`src/rtl/reset_seq_defs.vh`:
```
// Shared definitions for reset_seq: FSM encodings, a width helper and the
// per-channel delay field extractor. Included inside the module body.
localparam logic [2:0] ST_HOLD = 3'd0;
localparam logic [2:0] ST_DLY  = 3'd1;
localparam logic [2:0] ST_RDY  = 3'd2;
localparam logic [2:0] ST_DONE = 3'd3;
localparam logic [2:0] ST_ERR  = 3'd4;

function automatic int clog2(input int v);
    int r;
    r = 0;
    while ((1 << r) < v) r = r + 1;
    return r;
endfunction

`define RS_DLY_FIELD(vec, i, w) vec[(i)*(w) +: (w)]

```
`src/rtl/reset_seq.sv`:
```
// Multi-channel reset sequencer: releases channel resets in index order with
// per-channel delays, optional ready handshakes with timeout, and restart.
module reset_seq #(
    parameter int                        NUM_CH      = 3,
    parameter int                        CNT_W       = 8,
    parameter int                        HOLD_CYC    = 16,
    parameter logic [NUM_CH*CNT_W-1:0]   DLY_CH      = {8'd16, 8'd16, 8'd0},
    parameter logic [NUM_CH-1:0]         WAIT_RDY    = '0,
    parameter int                        TIMEOUT_CYC = 4096
) (
    input  logic                                          clk,
    input  logic                                          rstn_glbl,
    input  logic                                          i_soft_rst,
    input  logic [NUM_CH-1:0]                             i_ch_rdy,
    output logic [NUM_CH-1:0]                             o_rst,
    output logic [NUM_CH-1:0]                             o_rstn,
    output logic                                          o_seq_done,
    output logic                                          o_err,
    output logic [((NUM_CH > 1) ? $clog2(NUM_CH) : 1)-1:0] o_err_ch,
    output logic                                          o_rdy_lost
);
    `include "reset_seq_defs.vh"

    localparam int IDX_W  = (NUM_CH > 1) ? clog2(NUM_CH) : 1;
    localparam int HOLD_W = clog2(HOLD_CYC);
    localparam int CNT_WW = (CNT_W > HOLD_W) ? CNT_W : HOLD_W;
    localparam int TCNT_W = (TIMEOUT_CYC > 1) ? clog2(TIMEOUT_CYC) : 1;

    localparam logic [CNT_WW-1:0] HOLD_LAST = CNT_WW'(HOLD_CYC - 1);
    localparam logic [TCNT_W-1:0] TOUT_LAST = TCNT_W'(TIMEOUT_CYC - 1);
    localparam logic [IDX_W-1:0]  LAST_CH   = IDX_W'(NUM_CH - 1);

    logic [2:0]        state, state_nxt;
    logic [CNT_WW-1:0] cnt, cnt_nxt;
    logic [TCNT_W-1:0] tcnt, tcnt_nxt;
    logic [IDX_W-1:0]  idx, idx_nxt;
    logic [CNT_W-1:0]  dly_cur;
    logic              release_ch, advance, timeout, lost;

    logic [NUM_CH-1:0] rst_nxt;
    logic              done_nxt, err_nxt, lost_nxt;
    logic [IDX_W-1:0]  err_ch_nxt;

    assign dly_cur = `RS_DLY_FIELD(DLY_CH, int'(idx), CNT_W);

    always_ff @(posedge clk) begin
        if (!rstn_glbl) begin
            state      <= ST_HOLD;
            cnt        <= '0;
            tcnt       <= '0;
            idx        <= '0;
            o_rst      <= '1;
            o_rstn     <= '0;
            o_seq_done <= 1'b0;
            o_err      <= 1'b0;
            o_err_ch   <= '0;
            o_rdy_lost <= 1'b0;
        end else begin
            state      <= state_nxt;
            cnt        <= cnt_nxt;
            tcnt       <= tcnt_nxt;
            idx        <= idx_nxt;
            o_rst      <= rst_nxt;
            o_rstn     <= ~rst_nxt;
            o_seq_done <= done_nxt;
            o_err      <= err_nxt;
            o_err_ch   <= err_ch_nxt;
            o_rdy_lost <= lost_nxt;
        end
    end

    // Soft restart overrides every FSM transition, including ready/timeout.
    always_comb begin
        state_nxt  = state;
        cnt_nxt    = cnt;
        tcnt_nxt   = tcnt;
        idx_nxt    = idx;
        release_ch = 1'b0;
        advance    = 1'b0;
        timeout    = 1'b0;
        lost       = 1'b0;
        if (i_soft_rst) begin
            state_nxt = ST_HOLD;
            cnt_nxt   = '0;
            tcnt_nxt  = '0;
            idx_nxt   = '0;
        end else begin
            case (state)
                ST_HOLD: begin
                    if (cnt == HOLD_LAST) begin
                        state_nxt = ST_DLY;
                        cnt_nxt   = '0;
                        idx_nxt   = '0;
                    end else begin
                        cnt_nxt = cnt + 1'b1;
                    end
                end
                ST_DLY: begin
                    if (cnt == CNT_WW'(dly_cur)) begin
                        release_ch = 1'b1;
                        if (WAIT_RDY[idx]) begin
                            state_nxt = ST_RDY;
                            cnt_nxt   = '0;
                            tcnt_nxt  = '0;
                        end else begin
                            advance = 1'b1;
                        end
                    end else begin
                        cnt_nxt = cnt + 1'b1;
                    end
                end
                ST_RDY: begin
                    if (i_ch_rdy[idx]) begin
                        advance = 1'b1;
                    end else if (tcnt == TOUT_LAST) begin
                        state_nxt = ST_ERR;
                        timeout   = 1'b1;
                        tcnt_nxt  = '0;
                    end else begin
                        tcnt_nxt = tcnt + 1'b1;
                    end
                end
                ST_DONE: begin
                    if (|(WAIT_RDY & ~i_ch_rdy)) begin
                        state_nxt = ST_HOLD;
                        cnt_nxt   = '0;
                        idx_nxt   = '0;
                        lost      = 1'b1;
                    end
                end
                ST_ERR: ;
                default: begin
                    state_nxt = ST_HOLD;
                    cnt_nxt   = '0;
                    idx_nxt   = '0;
                end
            endcase
            if (advance) begin
                cnt_nxt  = '0;
                tcnt_nxt = '0;
                if (idx == LAST_CH) begin
                    state_nxt = ST_DONE;
                end else begin
                    state_nxt = ST_DLY;
                    idx_nxt   = idx + 1'b1;
                end
            end
        end
    end

    always_comb begin
        rst_nxt    = o_rst;
        err_nxt    = o_err;
        err_ch_nxt = o_err_ch;
        lost_nxt   = o_rdy_lost;
        done_nxt   = (state_nxt == ST_DONE);
        if (i_soft_rst) begin
            rst_nxt  = '1;
            err_nxt  = 1'b0;
            lost_nxt = 1'b0;
        end else if (lost) begin
            rst_nxt  = '1;
            lost_nxt = 1'b1;
        end else if (timeout) begin
            rst_nxt[idx] = 1'b1;
            err_nxt      = 1'b1;
            err_ch_nxt   = idx;
        end else if (release_ch) begin
            rst_nxt[idx] = 1'b0;
        end
    end

endmodule
```
`config.mk`:
```
export PLATFORM = sky130hd
export DESIGN_NAME = reset_seq
export DESIGN_NICKNAME = d
export VERILOG_FILES = /design/src/rtl/reset_seq.sv
export VERILOG_INCLUDE_DIRS = /design/src /design/src/rtl
export SDC_FILE = /design/constraint.sdc
export NUM_CORES = 1
export LEC_CHECK = 0
export CAP_MARGIN = 20
export CORE_MARGIN = 3
export CORE_UTILIZATION = 51
export CTS_CLUSTER_SIZE = 25
export DETAILED_ROUTE_END_ITERATION = 10
export HOLD_SLACK_MARGIN = 0.1
export PLACE_DENSITY_LB_ADDON = 0.1
export SLEW_MARGIN = 20
export SYNTH_ARGS = -nofsm -noshare
export SYNTH_HDL_FRONTEND = slang
export SYNTH_SLANG_ARGS = --single-unit
```
`constraint.sdc`:
```
create_clock -name clk -period 1.85 [get_ports clk]
set_input_delay 0.37 -clock clk [delete_from_list [all_inputs] [get_ports clk]]
set_output_delay 0.37 -clock clk [all_outputs]
set_load 0.02 [all_outputs]
```
Word-level counts from Yosys, hierarchy flattened
Cells that the tools add are included.
{"block": "word_totals", "wordCells": 89, "ff_bits": 35, "output_inout_bits": 11, "input_bits": 6}
{"block": "op_classes", "bitwise_logic": 7, "n_reduce_logical": 11, "order_cmp": 2, "add_sub_neg": 3, "eq_ne": 13, "mux": 43, "n_shift": 1}
{"operator": "$mux W12", "count": 4}
{"operator": "$mux W3", "count": 10}
{"operator": "$mux W8", "count": 3}
{"operator": "$pmux W12 S2", "count": 1}
{"operator": "$pmux W8 S3", "count": 1}
{"operator": "$shiftx A24 B6 Y8 const A", "count": 1}
{"operator": "$mux W1", "count": 14}
{"operator": "$add A12 B1 Y12 const B", "count": 1}
{"operator": "$eq A12 B12 Y1 const B", "count": 1}
{"operator": "$pmux W3 S4", "count": 1}
{"operator": "$eq A3 B2 Y1 const B", "count": 3}
{"operator": "$add A8 B1 Y8 const B", "count": 1}
{"operator": "$eq A8 B4 Y1 const B", "count": 1}
{"operator": "$eq A8 B8 Y1", "count": 1}
{"operator": "$mux W2", "count": 4}
{"operator": "$ne A2 B2 Y1 const B", "count": 3}
{"operator": "$not A3 Y3", "count": 2}
{"operator": "$reduce_or A3 Y1", "count": 2}
{"operator": "$bmux W1 S2", "count": 2}
{"operator": "$pmux W2 S2", "count": 1}
{"operator": "$reduce_and A2 Y1", "count": 2}
{"operator": "$reduce_and A4 Y1", "count": 1}
{"operator": "$reduce_or A2 Y1", "count": 2}
{"operator": "$reduce_or A4 Y1", "count": 1}
{"operator": "15 further kinds", "count": 17}

Longest topological paths before layout
Gate-level depths: netlist of the first run.
{"block": "depth", "word_depth": 10, "ltp_mapped": 8, "mapped_depth_nobuf": 7}

Least setup slack after synthesis of the first run
No wires, ideal clock.
{"block": "synth_timing", "kind": "reg2reg", "start": "register idx[0]", "end": "register cnt[1]", "path_stages_with_launch": 9, "period_less_slack_ps": 1812, "n_path_buf": 1, "arrival_time_ps": 1691, "setup_time_ps": 121, "setup_slack_ps": 38, "t_required_ps": 1729, "path_cell_list": "dfxtp_1 inv_1 ha_1 xnor2_1 nand3_1 and3b_1 buf_2 a22oi_1 nor2_1"}
{"block": "synth_between", "elab_chain_len": 7, "elab_cells_between_ends": 16, "cone_classes": "2 x eq/ne; 1 x shift; 11 x mux; 2 x reduce/logical"}
{"element": "from (decl)", "line_no": "reset_seq.sv:36", "source": "logic [IDX_W-1:0] idx, idx_nxt;"}
{"element": "from (signal assigned)", "line_no": "reset_seq.sv:62", "source": "idx <= idx_nxt;"}
{"element": "parallel branches: the longest is 7 deep, another holds $shiftx A24 B6 Y8"}
{"element": "to (signal assigned)", "line_no": "reset_seq.sv:60", "source": "cnt <= cnt_nxt;"}
{"element": "to (decl)", "line_no": "reset_seq.sv:34", "source": "logic [CNT_WW-1:0] cnt, cnt_nxt;"}
Several ways; the timed one is not identified. The select of a mux whose other input is x is not followed.
A chain may end at the register's enable or synchronous reset.

Worst setup path after layout of the first run
{"block": "layout_timing", "start": "register idx[0]", "end": "register o_seq_done"}
{"block": "layout_between", "elab_chain_len": 9, "elab_cells_between_ends": 20, "cone_classes": "3 x eq/ne; 1 x shift; 16 x mux"}
{"element": "parallel branches: the longest is 6 deep, another holds $shiftx A24 B6 Y8"}
{"element": "$mux W3 (*)", "line_no": "reset_seq.sv:138", "source": "if (advance) begin"}
{"element": "$mux W3 (*)", "line_no": "reset_seq.sv:82", "source": "if (i_soft_rst) begin"}
{"element": "$eq A3 B2 Y1 (*)", "line_no": "reset_seq.sv:156", "source": "done_nxt = (state_nxt == ST_DONE);"}
{"element": "to (signal assigned)", "line_no": "reset_seq.sv:65", "source": "o_seq_done <= done_nxt;"}
{"element": "to (decl)", "line_no": "reset_seq.sv:17", "source": "output logic o_seq_done,"}
Every way passes the cells marked *. The select of a mux whose other input is x is not followed.

==> results.md, run 1 <==
- STA classifies the critical path endpoint as a flop.
- The share of cells above drive strength 1 is 0.216.
- The maximum ir drop on the vdd rail is 0.000356 V.
- Once routing completed, OpenROAD measured the worst setup slack at 27.4 ps.
- After synthesis the cells add up to 1790 um2.
- The post-detailed-route via-to-cell ratio is 5.58.
- The first global-routing pass estimated 6.81 mm of wire.
- The post-layout net count is 248.
- For the final database, setup skew stands at 8.83 ps.
- The area of the die is 4260 um2.
- TritonCTS built the clock tree.
- The total DRC errors in the routed layout is 0.
- The root buffer selected by CTS is sky130_fd_sc_hd__clkbuf_4.
- The smallest clock period supported by the final layout is computed as 1820 ps.
- The area growth from synthesis to layout is 24.8%.
- The clock tree buffer depth is 2.
- The number of failing hold endpoints at the final stage came to 0.
- The signal on the critical path passes through inv_1 > ha_4 > xnor2_2 > nand4_1 > a21boi_4 > or2_1 > a21oi_1.
- In this run, synthesis produced a sequential element count of 35.
- The highest cell delay on the worst timing path is 330 ps.
- 17 I/O pins were placed.
- The CTS clock-pin slew for the worst setup and hold paths is 110 ps.
- The average cell area after synthesis is 8.88 um2.
- The most used flip-flop cell after synthesis is sky130_fd_sc_hd__dfxtp_1.
- The post-place setup slack is -155 ps.
- The highest-delay cell along the critical path is sky130_fd_sc_hd__dfxtp_2.
- The number of antenna-violating nets in the routed design is 0.
- The sum of buffers and inverters on the critical path is 1.
- The via count of the first global-routing pass is 1,573.
- Setup repair after global routing could not meet its margin everywhere.
- The post-synthesis net count is 214.
- After technology mapping, the gate count stands at 202.
- The die width is 65.3 um.
- The number of input and output port buffers inserted is 15.
- The H-tree depth is 2.
- The kind of launch point of the worst setup path is a flop.
- Setup violations remaining at the end of the flow were counted as 0.
- In the finished design, the share of the clock period the worst path needs comes to 0.985.
- The number of clock sinks is 35.
- The number of antenna violations at the first check in global routing is 0.
- After floorplanning, the core was sized to cover 3200 um2.
- For the worst setup path, the data required time is 2100 ps.
- Dividing total power by cell area gives a power density of 553 nW/um2.
- The weighted congestion at the end of routability-driven global placement is 0.826.
- Detailed placement ended at an HPWL of 2.87 mm.
- The tool flagged a number of max-cap violations equal to 0.
- The worst setup path is of the flop to flop kind.
- The initial utilization of the core area, before any placement, comes to 0.560.
- The number of search-and-repair iterations in the first detailed-routing pass is 4.
- The data arrival at the endpoint of the critical path is 2070 ps.
- The run finished with clean final reports.
- At the pin with the least slew margin, the transition time is 573 ps.
- During synthesis, Yosys emitted a total of 0 warnings.
- The sequential fraction of the synthesis area is 0.391.
- For this run, the total global-route usage over all layers was measured as 0.205.
- The total vias in the final route is 1,562.
- After detailed routing, the average wire length per cell comes to 14.3 um.
- Synthesis instantiated 48 different standard cells from the library.
- For this block, the initial DRC count from the detailed router was 104.
- For the final routed database, the setup TNS stands at 0 ps.
- The routed design has 4.00 mm of wire.
- Summed over all layers, the global routing overflow is 0.
- Row generation in the floorplan step produced 20 rows.
- Clock latency on the worst-skew pair, taken at its later pin, is 340 ps.
- The die is 65.3 um tall.
- The largest delay contributor family on the critical path is simple AND/OR/NAND/NOR gates.
- Buffers inserted during clock tree synthesis total 5.
- The share of synthesized registers carrying an async set or reset is 0.
- The worst hold-check slack is 494 ps.
- The number of max-slew violations in the final report is 0.
- The leakage component of the power is 0.817 nW.
- In this run the worst path has a maximum fanout of 7.
- Counting flops with a built-in enable in the synthesized netlist gives 0.
- 0 antenna diodes ended up in the layout.
- Entering global routing, the biggest net connects 11 pins.
- The type of the worst min-delay path is flop to flop.
- Timing would allow up to 0.549 GHz.
- Headroom to the max-slew limit came out at 0.617.
-- logic make-up after synthesis --
group / count (synthesis) / share of synthesized area
compound gates: 27 / 0.119
buf+inv: 18 / 0.0461
xor+xnor: 15 / 0.0733
simple gates: 97 / 0.310
other cells: 1 / 0.00209
mux: 3 / 0.0167
flops: 35 / 0.391
fa+ha+maj: 6 / 0.0419
-- cells in the mapped netlist, types with 2 or more instances --
master	n	area, um2
sky130_fd_sc_hd__ha_1	6	75.1
sky130_fd_sc_hd__o211ai_2	3	37.5
sky130_fd_sc_hd__mux2i_1	3	30.0
sky130_fd_sc_hd__nor2b_1	5	31.3
sky130_fd_sc_hd__nand3_1	12	60.1
sky130_fd_sc_hd__a22oi_1	2	15.0
sky130_fd_sc_hd__nor3_1	6	30.0
sky130_fd_sc_hd__nand2_1	16	60.1
sky130_fd_sc_hd__a31oi_1	3	18.8
sky130_fd_sc_hd__nor3_2	3	30.0
sky130_fd_sc_hd__nor4_2	2	25.0
sky130_fd_sc_hd__o21ai_1	2	10.0
sky130_fd_sc_hd__dfxtp_1	35	701
sky130_fd_sc_hd__xor2_1	3	26.3
sky130_fd_sc_hd__buf_2	3	15.0
sky130_fd_sc_hd__nand4_1	7	43.8
sky130_fd_sc_hd__xnor2_1	12	105
sky130_fd_sc_hd__and3_1	3	18.8
sky130_fd_sc_hd__nor4_1	2	12.5
sky130_fd_sc_hd__inv_1	12	45.0
sky130_fd_sc_hd__o21ai_0	3	15.0
sky130_fd_sc_hd__nor2_1	26	97.6
sky130_fd_sc_hd__and3b_1	2	17.5
sky130_fd_sc_hd__a21oi_1	7	35.0
-- metrics by stage --
step            util  std cells  instance area (um2)  power (mW)
2_1_floorplan      -        202                 1790       0.799
3_3_place_gp   0.652        272                 2090       0.822
3_5_place_dp   0.652        272                 2090       0.823
4_1_cts        0.670        279                 2140        1.25
5_1_grt        0.699        280                 2240        1.29
6_report       0.699        280                 2240        1.24
-- layout by cell type (no fill, tap or decap), types with 2 or more instances in the layout --
| master | count |
|---|---|
| sky130_fd_sc_hd__nor2b_1 | 5 |
| sky130_fd_sc_hd__mux2i_1 | 3 |
| sky130_fd_sc_hd__nor2_1 | 25 |
| sky130_fd_sc_hd__ha_1 | 5 |
| sky130_fd_sc_hd__nor3_1 | 5 |
| sky130_fd_sc_hd__nand3_1 | 12 |
| sky130_fd_sc_hd__and3b_1 | 2 |
| sky130_fd_sc_hd__xnor2_1 | 11 |
| sky130_fd_sc_hd__o211ai_2 | 3 |
| sky130_fd_sc_hd__nor4_1 | 2 |
| sky130_fd_sc_hd__a21oi_1 | 6 |
| sky130_fd_sc_hd__and3_1 | 3 |
| sky130_fd_sc_hd__a22oi_1 | 2 |
| sky130_fd_sc_hd__inv_1 | 12 |
| sky130_fd_sc_hd__nor4_4 | 2 |
| sky130_fd_sc_hd__buf_4 | 18 |
| sky130_fd_sc_hd__nor3_2 | 4 |
| sky130_fd_sc_hd__dfxtp_2 | 3 |
| sky130_fd_sc_hd__o21ai_1 | 3 |
| sky130_fd_sc_hd__a31oi_1 | 2 |
| sky130_fd_sc_hd__clkbuf_4 | 5 |
| sky130_fd_sc_hd__nand4_1 | 7 |
| sky130_fd_sc_hd__xor2_1 | 3 |
| sky130_fd_sc_hd__o21ai_0 | 2 |
| sky130_fd_sc_hd__nand2_1 | 15 |
| sky130_fd_sc_hd__clkdlybuf4s50_1 | 15 |
| sky130_fd_sc_hd__dfxtp_1 | 32 |
-- final cells by class --
type	count	area, um2
Tap cell	44	55.1
Sequential cell	35	704
Clock buffer	6	51.3
Inverter	12	45.0
Fill cell	276	965
Multi-Input combinational cell	149	1090
Timing Repair Buffer	33	285
Clock inverter	1	5.00
-- layer usage --
| metal | vias to the layer above | track usage | wire length, um |
|---|---|---|---|
| met5 | - | 0 | 0 |
| met4 | 0 | 0.0803 | 99 |
| met3 | 9 | 0.0462 | 119 |
| met2 | 29 | 0.359 | 2080 |
| met1 | 751 | 0.240 | 1700 |
| li1 | 773 | - | - |
-- path summary, 6_finish.rpt --
check                           from  slack (ps)  cells past startpoint                     to
hold / removal    o_err$_SDFFE_PP0P_         490                      2     o_err$_SDFFE_PP0P_
setup reg to reg   idx[0]$_SDFF_PP0_          30                      7  o_seq_done$_SDFF_PN0_
setup / recovery   idx[0]$_SDFF_PP0_          30                      7  o_seq_done$_SDFF_PN0_
hold reg to reg   o_err$_SDFFE_PP0P_         490                      2     o_err$_SDFFE_PP0P_
-- timing repair --
| item | CTS | global route |
|---|---|---|
| buffers inserted | 0 | 1 |
| endpoints found under the setup margin | 0 | 30 |
| endpoints found under the hold margin | 0 | 0 |
| resized for setup | 0 | 16 |
| hold buffers | 0 | 0 |
-- state kept, by name, summed over array words and instances (netlist names) --
| signal | count |
|---|---|
| o_rstn | 3 |
| o_seq_done | 1 |
| idx | 2 |
| o_err | 1 |
| state | 3 |
| o_err_ch | 2 |
| tcnt | 12 |
| o_rst | 3 |
| cnt | 8 |
-- power breakdown --
part	switching, mW	total [mW]	internal, mW
registers	0.00157	0.757	0.755
logic	0.0300	0.0534	0.0234
clock network	0.251	0.428	0.176
total	0.283	1.24	0.955
-- worst reg2reg max path: stages, from the launching register on --
cell and delay, ps:
sky130_fd_sc_hd__dfxtp_2 330, sky130_fd_sc_hd__inv_1 110, sky130_fd_sc_hd__ha_4 230, sky130_fd_sc_hd__xnor2_2 190, sky130_fd_sc_hd__nand4_1 180, sky130_fd_sc_hd__a21boi_4 230, sky130_fd_sc_hd__or2_1 260, sky130_fd_sc_hd__a21oi_1 210
No activity file was read; power rests on OpenSTA's default activity.
==> run 2, diff against run 1 <==
--- a/config.mk
+++ b/config.mk
@@ -9,3 +9,3 @@
 export CAP_MARGIN = 20
-export CORE_MARGIN = 3
+export CORE_MARGIN = 2
 export CORE_UTILIZATION = 51
--- a/constraint.sdc
+++ b/constraint.sdc
@@ -3,2 +3,2 @@
 set_output_delay 0.37 -clock clk [all_outputs]
-set_load 0.02 [all_outputs]
+set_load 0.05 [all_outputs]
==> run 2 against run 1 <==
Net effect: critical path depth unchanged; non-clock buffer count down 2; clock skew about the same; flip-flop and latch count unchanged; power up 8.5%; clock power up 24%; worst setup slack better by 63 ps; sequential power about the same; global-route usage up 0.26 points; core utilization down 4.4 points; combinational power up 1%; sequential share of layout area up 0.56 points; critical path type unchanged; critical endpoint is now tcnt[4]$_SDFFE_PP0P_; highest routed layer unchanged.
==> results.md, run 2 (same netlist as run 1, synthesis figures left out) <==
- Outcome: complete, no violations (unchanged).
- The worst setup slack after layout is 90.9 ps (was 27.4 ps).
- The total length of routed wires is 3.78 mm (was 4.00 mm).
- The H-tree depth came to 2 (unchanged).
- The critical path required time is 2140 ps (was 2100 ps).
- The number of clock sinks is 35 (unchanged).
- The core outline area is 3360 um2 (was 3200 um2).
- Leading cell types in the layout, fill and taps excluded: sky130_fd_sc_hd__dfxtp_1, sky130_fd_sc_hd__nor2_1, sky130_fd_sc_hd__buf_4, sky130_fd_sc_hd__nand2_1 (was sky130_fd_sc_hd__dfxtp_1, sky130_fd_sc_hd__nor2_1, sky130_fd_sc_hd__buf_4, sky130_fd_sc_hd__nand2_1, sky130_fd_sc_hd__clkdlybuf4s50_1).
- The number of setup buffers added after CTS is 0 (unchanged).
- The total I/O pin count is 17 (unchanged).
- The post-layout net count is 246 (was 248).
- The power density normalized to cell area came to 610 nW/um2 (was 553 nW/um2).
- The share of cells above drive strength 1 came to 0.209 (was 0.216).
- Registers with the most flip-flops: tcnt: 12 flops, cnt: 8 flops (unchanged).
- The number of violations of the max-capacitance limit is 0 (unchanged).
- The slew at the pin closest to its max-slew limit is 616 ps (was 573 ps).
- The number of input and output port buffers inserted is 15 (unchanged).
- The number of standard cells in the layout, taps in and fillers out is 280 (unchanged).
- The number of max-slew violations in the final report is 0 (unchanged).
- The largest delay contributor family on the critical path is simple AND/OR/NAND/NOR gates (unchanged).
- The wire length of the first global-routing pass was 6.55 mm (was 6.81 mm).
- The CTS clock-pin slew for the worst setup and hold paths is 110 ps (about the same).
- The post-detailed-route via-to-cell ratio is 5.39 (was 5.58).
- The area of the die is 4010 um2 (was 4260 um2).
- The clock latency at the later pin of the worst-skew pair is 350 ps (was 340 ps).
- The number of instances in the placed design is 273 (was 272).
- The area growth from synthesis to final layout was 22.9% (was 24.8%).
- The chip height is 63.3 um (was 65.3 um).
- The total chip power came to 1.34 mW (was 1.24 mW).
- The sum of buffers and inverters on the critical path is 1 (unchanged).
- The final worst clock skew is 8.94 ps (was 8.83 ps).
- The maximum fanout along the worst path is 10 (was 7).
- The estimated wirelength of the detail-placed design is 2.80 mm (was 2.87 mm).
- The worst setup path category was flop to flop (unchanged).
- The portion of the clock cycle consumed by the worst path in the final layout came to 0.951 (was 0.985).
- The number of flip-flops in the largest register is 12 (unchanged).
- The headroom to the max-slew limit is 0.589 (was 0.617).
- The number of failing hold endpoints at the final stage is 0 (unchanged).
- The register bank with the most flops was tcnt (unchanged).
- The post-place setup slack was -231 ps (was -155 ps).
- The highest cell delay on the worst timing path is 370 ps (was 330 ps).
- The leakage component of the power is 0.852 nW (was 0.817 nW).
- The average routed wire per standard cell was 13.5 um (was 14.3 um).
- The highest attainable clock frequency was 0.568 GHz (was 0.549 GHz).
- The standard-cell row count is 21 (was 20).
- The TritonCTS clock tree is built (unchanged).
- The commonest non-fill, non-tap cell in the layout is sky130_fd_sc_hd__dfxtp_1 (unchanged).
- The overall track demand over capacity in global routing is 0.207 (was 0.205).
- The weighted congestion at the end of routability-driven global placement came to 0.873 (was 0.826).
- The number of search-and-repair iterations in the first detailed-routing pass is 4 (unchanged).
- The total vias in the final route is 1,509 (was 1,562).
- The starting utilization of the core area is 0.533 (was 0.560).
- The die width is 63.3 um (was 65.3 um).
- The number of antenna violations at the first check in global routing is 0 (unchanged).
- The root buffer selected by CTS is sky130_fd_sc_hd__clkbuf_4 (unchanged).
- The final global-route overflow total came to 0 (unchanged).
- The via count of the first global-routing pass came to 1,482 (was 1,573).
- The maximum ir drop on the vdd rail came to 0.000522 V (was 0.000356 V).
- The type of the worst min-delay path is flop to flop (unchanged).
- The highest-delay cell along the critical path is sky130_fd_sc_hd__a21boi_4 (was sky130_fd_sc_hd__dfxtp_2).
- The pin count of the biggest net entering global routing is 11 (unchanged).
- The number of buffers created by CTS is 5 (unchanged).
- The number of DRC markers in iteration 0 is 109 (was 104).
- The capturing element type of the critical path was a flop (unchanged).
- The number of antenna-violating nets in the routed design is 0 (unchanged).
- The clock tree buffer depth came to 2 (unchanged).
- The total DRC errors in the routed layout is 0 (unchanged).
- Crit path cell chain: inv_1 > ha_1 > and4bb_1 > nand4_1 > a21boi_4 > nand3_4 > nor2_1 (was inv_1 > ha_4 > xnor2_2 > nand4_1 > a21boi_4 > or2_1 > a21oi_1).
- The minimum clock period after layout is 1760 ps (was 1820 ps).
- The data arrival at the endpoint of the critical path is 2050 ps (was 2070 ps).
- The kind of launch point of the worst setup path is a flop (unchanged).
- The number of diodes is 0 (unchanged).
- The number of setup violations in the final report is 0 (unchanged).
[run 2: worst paths after layout]
check / start / to / slack [ps] / depth (start not counted)
worst max-delay path: cnt[0]$_SDFFE_PP0P_ / tcnt[4]$_SDFFE_PP0P_ / 90 / 7
worst min-delay path: o_err$_SDFFE_PP0P_ / o_err$_SDFFE_PP0P_ / 490 / 2
worst max register to register: cnt[0]$_SDFFE_PP0P_ / tcnt[4]$_SDFFE_PP0P_ / 90 / 7
worst min register to register: o_err$_SDFFE_PP0P_ / o_err$_SDFFE_PP0P_ / 490 / 2
[run 2: stage by stage]
step / area, um2 / hold slack (ps) / setup TNS [ps] / util
4_1_cts: 2150 / 509 / -1.66 / 0.639
5_1_grt: 2200 / 546 / -11.7 / 0.655
6_report: 2200 / 494 / 0 / 0.655
3_3_place_gp: 2080 / 453 / -1910 / 0.617
3_5_place_dp: 2080 / 487 / -3390 / 0.617
2_1_floorplan: 1790 / 470 / 0 / -
[run 2: final cells by class]
cell class,count,area (um2)
Fill cell,315,1160
Multi-Input combinational cell,149,1060
Sequential cell,35,706
Timing Repair Buffer,31,262
Tap cell,46,57.6
Inverter,12,45.0
Clock buffer,6,41.3
Clock inverter,1,30.0
[run 2: layer usage]
layer	wire, um	track usage	up-vias
li1	-	-	767
met1	1740	0.252	710
met2	1850	0.346	22
met3	109	0.0464	10
met4	76	0.101	0
met5	0	0	-
[run 2: report_power, final]
group	switching (mW)	leakage [nW]	internal, mW
Clock	0.254	0.0383	0.278
Combinational	0.0313	0.530	0.0227
Sequential	0.00179	0.284	0.756
Total	0.287	0.852	1.06
[run 2: tightest hold or removal path: cells and delay by family, from the launching register on]
family	cells	cell delay [ps]
and+or+nand+nor	2	130
DFF	1	340
[run 2: repair_timing]
item,in CTS,in global routing
setup endpoints to repair,8,29
resized for setup,8,13
pin swaps,0,4
hold buffers,0,0
